File: config.mk
export PLATFORM = sky130hd
export DESIGN_NAME = ppm_rr_scheduler
export DESIGN_NICKNAME = d
export VERILOG_FILES = /design/src/rtl/ppm_sched_pkg.sv /design/src/rtl/PPM.sv /design/src/rtl/rr_arbiter.sv /design/src/rtl/ppm_rr_scheduler.sv
export SDC_FILE = /design/constraint.sdc
export NUM_CORES = 1
export LEC_CHECK = 0
export ABC_AREA = 1
export BUFFER_PORTS_ARGS = -buffer_cell sky130_fd_sc_hd__buf_4
export CAP_MARGIN = 20
export CELL_PAD_IN_SITES_DETAIL_PLACEMENT = 1
export CELL_PAD_IN_SITES_GLOBAL_PLACEMENT = 1
export CORE_ASPECT_RATIO = 1.2
export CORE_MARGIN = 2
export CORE_UTILIZATION = 42
export DETAILED_ROUTE_END_ITERATION = 8
export PLACE_DENSITY_LB_ADDON = 0.08
export SYNTH_ARGS = -nofsm -noshare
export SYNTH_HDL_FRONTEND = slang
export SYNTH_SLANG_ARGS = --single-unit
File: constraint.sdc
create_clock -name clk -period 11.1 [get_ports clk]
set_clock_uncertainty 0.15 [all_clocks]
set_input_delay 2.22 -clock clk [delete_from_list [all_inputs] [get_ports clk]]
set_output_delay 2.22 -clock clk [all_outputs]
set_load 0.1 [all_outputs]
File: src/rtl/ppm_sched_pkg.sv
// Shared sizing helpers for the round-robin PPM scheduler.
package ppm_sched_pkg;

   function automatic int unsigned idw_f(input int unsigned nreq);
      return (nreq > 1) ? $clog2(nreq) : 1;
   endfunction

   function automatic int unsigned res_w_f(input int unsigned n, input int unsigned m);
      return n + m;
   endfunction

endpackage

File: src/rtl/PPM.sv
// Partial-product multiplier: reduces all partial products to a carry-save pair.
// out1 + out2 equals a*b modulo 2^(N+M), signed or unsigned.
module PPM #(
   parameter int unsigned N      = 5,
   parameter int unsigned M      = 5,
   parameter int unsigned SIGNED = 1
) (
   input  logic [N-1:0]   a,
   input  logic [M-1:0]   b,
   output logic [N+M-1:0] out1,
   output logic [N+M-1:0] out2
);

   localparam int unsigned W = N + M;

   logic [W-1:0] a_ext, b_ext;
   logic [W-1:0] s, c, pp, t;

   // Sign extension to the full result width makes modulo-2^W products exact.
   assign a_ext = {{M{(SIGNED != 0) & a[N-1]}}, a};
   assign b_ext = {{N{(SIGNED != 0) & b[M-1]}}, b};

   always_comb begin
      s  = '0;
      c  = '0;
      pp = '0;
      t  = '0;
      for (int j = 0; j < W; j++) begin
         pp = b_ext[j] ? (a_ext << j) : '0;
         t  = s ^ c ^ pp;
         c  = ((s & c) | (s & pp) | (c & pp)) << 1;
         s  = t;
      end
   end

   assign out1 = s;
   assign out2 = c;

endmodule

File: src/rtl/rr_arbiter.sv
// Round-robin arbiter: first set request at or after ptr_i, wrapping modulo NREQ.
module rr_arbiter
   import ppm_sched_pkg::*;
#(
   parameter int unsigned NREQ = 4,
   parameter int unsigned IDW  = idw_f(NREQ)
) (
   input  logic [NREQ-1:0] req_i,
   input  logic [IDW-1:0]  ptr_i,
   input  logic            en_i,
   output logic [NREQ-1:0] gnt_o,
   output logic [IDW-1:0]  gnt_idx_o,
   output logic            any_gnt_o
);

   logic           found;
   logic [IDW-1:0] idx;
   int unsigned    cand;

   always_comb begin
      found = 1'b0;
      idx   = '0;
      cand  = 0;
      for (int unsigned k = 0; k < NREQ; k++) begin
         cand = (32'(ptr_i) + k) % NREQ;
         if (!found && req_i[cand]) begin
            found = 1'b1;
            idx   = cand[IDW-1:0];
         end
      end
   end

   always_comb begin
      any_gnt_o = found & en_i;
      gnt_idx_o = idx;
      gnt_o     = '0;
      if (any_gnt_o) begin
         gnt_o[idx] = 1'b1;
      end
   end

endmodule

File: src/rtl/ppm_rr_scheduler.sv
// Shares one PPM multiplier between NREQ requesters through a round-robin arbiter
// and a two-stage (operand, carry-save) pipeline with valid/ready backpressure.
module ppm_rr_scheduler
   import ppm_sched_pkg::*;
#(
   parameter int unsigned N      = 5,
   parameter int unsigned M      = 5,
   parameter int unsigned SIGNED = 1,
   parameter int unsigned NREQ   = 4,
   parameter int unsigned IDW    = idw_f(NREQ)
) (
   input  logic                  clk,
   input  logic                  rst,
   input  logic [NREQ-1:0]       req_valid,
   output logic [NREQ-1:0]       req_ready,
   input  logic [NREQ*N-1:0]     req_a,
   input  logic [NREQ*M-1:0]     req_b,
   output logic                  res_valid,
   input  logic                  res_ready,
   output logic [N+M-1:0]        res_data,
   output logic [IDW-1:0]        res_id
);

   localparam int unsigned W = res_w_f(N, M);

   logic            s1_en, s2_en;
   logic [NREQ-1:0] gnt;
   logic [IDW-1:0]  gnt_idx;
   logic            accept;
   logic [W-1:0]    ppm_out1, ppm_out2;

   logic           s1_valid_q, s1_valid_d;
   logic [N-1:0]   s1_a_q, s1_a_d;
   logic [M-1:0]   s1_b_q, s1_b_d;
   logic [IDW-1:0] s1_id_q, s1_id_d;
   logic [IDW-1:0] rr_ptr_q, rr_ptr_d;
   logic           s2_valid_q, s2_valid_d;
   logic [W-1:0]   s2_out1_q, s2_out1_d;
   logic [W-1:0]   s2_out2_q, s2_out2_d;
   logic [IDW-1:0] s2_id_q, s2_id_d;

   assign s2_en = !s2_valid_q | res_ready;
   assign s1_en = !s1_valid_q | s2_en;

   // Grants are suppressed while reset is held so req_ready reads 0 during reset.
   rr_arbiter #(
      .NREQ (NREQ),
      .IDW  (IDW)
   ) u_arb (
      .req_i     (req_valid),
      .ptr_i     (rr_ptr_q),
      .en_i      (s1_en & ~rst),
      .gnt_o     (gnt),
      .gnt_idx_o (gnt_idx),
      .any_gnt_o (accept)
   );

   assign req_ready = gnt;

   PPM #(
      .N      (N),
      .M      (M),
      .SIGNED (SIGNED)
   ) u_ppm (
      .a    (s1_a_q),
      .b    (s1_b_q),
      .out1 (ppm_out1),
      .out2 (ppm_out2)
   );

   always_comb begin
      s1_valid_d = s1_valid_q;
      s1_a_d     = s1_a_q;
      s1_b_d     = s1_b_q;
      s1_id_d    = s1_id_q;
      rr_ptr_d   = rr_ptr_q;
      if (s1_en) begin
         s1_valid_d = accept;
         if (accept) begin
            s1_a_d   = req_a[gnt_idx*N +: N];
            s1_b_d   = req_b[gnt_idx*M +: M];
            s1_id_d  = gnt_idx;
            rr_ptr_d = (32'(gnt_idx) == NREQ - 1) ? '0 : gnt_idx + 1'b1;
         end
      end
   end

   always_comb begin
      s2_valid_d = s2_valid_q;
      s2_out1_d  = s2_out1_q;
      s2_out2_d  = s2_out2_q;
      s2_id_d    = s2_id_q;
      if (s2_en) begin
         s2_valid_d = s1_valid_q;
         s2_out1_d  = ppm_out1;
         s2_out2_d  = ppm_out2;
         s2_id_d    = s1_id_q;
      end
   end

   always_ff @(posedge clk or posedge rst) begin
      if (rst) begin
         s1_valid_q <= 1'b0;
         s1_a_q     <= '0;
         s1_b_q     <= '0;
         s1_id_q    <= '0;
         rr_ptr_q   <= '0;
         s2_valid_q <= 1'b0;
         s2_out1_q  <= '0;
         s2_out2_q  <= '0;
         s2_id_q    <= '0;
      end else begin
         s1_valid_q <= s1_valid_d;
         s1_a_q     <= s1_a_d;
         s1_b_q     <= s1_b_d;
         s1_id_q    <= s1_id_d;
         rr_ptr_q   <= rr_ptr_d;
         s2_valid_q <= s2_valid_d;
         s2_out1_q  <= s2_out1_d;
         s2_out2_q  <= s2_out2_d;
         s2_id_q    <= s2_id_d;
      end
   end

   assign res_valid = s2_valid_q;
   assign res_data  = s2_out1_q + s2_out2_q;
   assign res_id    = s2_id_q;

endmodule

==> results.py <==
metrics = {
    "run_status": {
        "status": "finished clean",
    },
    "setup_path": {
        "cpLargestDelayFamily": "simple AND/OR/NAND/NOR gates",
        "critPathKind": "in -> out",
        "crit_path_start_kind": "input pin",
        "cp_num_buf_inv": 5,
        "crit_path_max_incr_delay_ns": 0.31,
        "required_ns": 8.73,
        "cp_num_cells": 14,
        "ff2ff_path_depth": 18,
        "cp_cell_sequence": "buf_4, inv_1, nand2_2, nand3_2, nand2_2, nor2_8, nand3_4, nand2_4, nand2_4, inv_4, ha_1, inv_1, nor2_1, buf_4",
        "endpoint_kind": "primary output",
        "path_max_fanout": 25,
        "slowest_stage": "buf_4",
        "cp.arrival_ns": 4.06,
    },
    "drt": {
        "vias_per_cell": 4.639,
        "drtAntennaViolNets": 0,
        "drc_errors": 0,
        "vias": 2417,
        "routedWlPerCell_um": 12.10,
        "dr.first_iter.drc_count": 70,
        "firstDrtPassIters": 2,
        "wl_mm": 6.306,
    },
    "logic_synthesis": {
        "ys_seq_area_share_pct": 25.42,
        "synth_xor_area_share_pct": 2.860,
        "syn_inst": 375,
        "ys_async_sr_fraction_pct": 100.0,
        "syn_nets": 456,
        "synth_area_um2": 2756,
        "ys_types": 29,
        "synthAdderAreaFrac_pct": 21.97,
        "ys.flop_type": "dfrtp_1",
        "synth_top_family_by_area": "simple AND/OR/NAND/NOR gates",
        "yosys.area_share.simple_pct": 35.27,
        "synth_warnings": 0,
        "synth_mux_area_share_pct": 0,
        "synth.avg_cell_area_um2": 7.350,
        "synth_compound_area_share_pct": 2.270,
        "ys_ff_latch": 28,
        "synth_edf_count": 0,
    },
    "sta": {
        "tns_ns": 0,
        "fmax_mhz": 155.6,
        "worstMarginPinSlew_ns": 0.6303,
        "fin_crit_sh_pct": 57.90,
        "rsz0062_at_grt": "false",
        "finalHoldViolations": 0,
        "maxSlewHeadroom_pct": 57.93,
        "slew_viol_final": 0,
        "min_period_ns": 6.426,
        "setup_violations": 0,
    },
    "floorplanning": {
        "die_y_um": 92.74,
        "dieArea_um2": 7229,
        "core_area_um2": 6406,
        "die_w_um": 77.95,
        "start_util_pct": 43.03,
        "io_pins": 64,
        "rows": 32,
    },
    "finish": {
        "n_antenna_cell": 0,
        "nets": 518,
        "nFillCells": 855,
        "multiInputGateArea_um2": 1719,
        "instances_no_fill": 521,
        "drive_above_1_share_pct": 22.02,
        "syn_to_final_growth_pct": 21.83,
        "seq_area_um2": 700.7,
    },
    "clock_tree": {
        "htreeDepth": 1,
        "clock_sinks": 28,
        "clk_pin_slew_ns": 0.09,
        "root_buffer": "clkbuf_8",
        "cts_hold_buf": 0,
        "cts_max_path_buffers": 2,
        "cts_buffers": 3,
        "cts_resized": 0,
        "cts_setup_buffers": 0,
        "cts_tree": "done",
        "clock_latency_ns": 0.27,
    },
    "global_routing": {
        "grt_max_degree": 30,
        "grt_pass1_vias": 2549,
        "grt_usage_pct": 18.54,
        "antenna_found_initial": 0,
        "grt_pass1_wl_mm": 11.03,
        "grt_overflow": 0,
    },
    "place": {
        "gp_congestion": 0.7898,
        "dp_hpwl_mm": 5.391,
        "dp.cells": 515,
        "io_buffer_count": 63,
    },
    "run": {
        "drv_cap": 0,
    },
    "min_path": {
        "hold_path_class": "reg -> reg",
        "hold_depth": 1,
    },
}
[per-layer routing]
metal,track usage (%),up-vias,share of wire (%)
met1,23.85,1144,43
met5,0,-,0
li1,-,1221,-
met4,3.947,0,0.89
met2,33.62,47,53
met3,1.852,5,3.3
[Yosys cell counts (2+ instances only)]
master	number	area share, %
nand2_1	157	21
inv_1	66	9.0
dfrtp_1	28	25
fa_1	24	17
nand3_1	21	3.8
ha_1	10	4.5
nor2_1	10	1.4
nand2_2	7	1.6
o21ai_0	7	1.3
buf_6	5	2.0
nand2_4	5	2.0
xor2_1	5	1.6
xnor2_1	4	1.3
inv_2	3	0.41
nand3b_1	3	0.82
clkbuf_1	2	0.27
nand3_2	2	0.73
nor2_2	2	0.45
nor2_4	2	0.82
o21ai_1	2	0.36
or2_1	2	0.45
[area by class of cell]
class / count / area share, %
clock inverter: 1 / 0.8942
timing repair buffer: 65 / 14.75
multi-input combinational: 269 / 51.19
inverter: 70 / 7.899
clock buffer: 3 / 1.230
sequential: 28 / 20.86
tap: 85 / 3.167
[flip-flops by register name, indices dropped and copies added (netlist names)]
signal,flops
res_id,2
res_valid,1
rr_ptr_q,2
s1_a_q,5
s1_b_q,5
s1_id_q,2
s1_valid_q,1
s2_out1_q,10
[logic make-up after synthesis]
kind of cell | after synthesis
buf+inv | 78
flops | 28
compound gates | 11
fa+ha+maj | 34
simple gates | 215
xor+xnor | 9
[worst paths after layout]
path	start	end	slack (ns)
worst max-delay path	req_valid[3]	req_ready[3]	4.67
worst min-delay path	s1_valid_q	res_valid	0.33
worst max register to register	s1_b_q[0]	s2_out1_q[9]	5.72
worst min register to register	s1_valid_q	res_valid	0.33
max in group asynchronous	rst	s2_out1_q[0]	8.42
min in group asynchronous	rst	s1_id_q[1]	1.87
[through the flow]
step	instance area [um2]	setup WS [ns]	utilization [%]	hold WS, ns
after floorplan	2756	4.075	-	0.2900
after detailed placement	3264	4.473	50.96	0.3160
final	3358	4.674	52.42	0.3335
after CTS	3336	4.454	52.07	0.3383
after global placement	3264	4.536	50.96	0.2992
after global routing	3358	4.444	52.42	0.3595
[placed cells by master (no fill, tap or decap)]
cell       instances
nand2_1          157
inv_1             66
buf_4             64
dfrtp_1           28
fa_1              24
nand3_1           21
nor2_1            10
ha_1              10
nand2_2            7
o21ai_0            7
xor2_1             5
nand2_4            5
xnor2_1            4
inv_2              3
nand3b_1           3
clkbuf_8           3
nand3_2            2
o21ai_1            2
nor2_4             2
nor2_2             2
or2_1              2
or2_2              1
o21ai_2            1
nor2_8             1
nand3_4            1
nand4_1            1
a21oi_2            1
inv_4              1
bufinv_16          1
buf_8              1
Power is not shown: default switching activity piles up to over one toggle a cycle in this logic, so the estimate is an artifact.
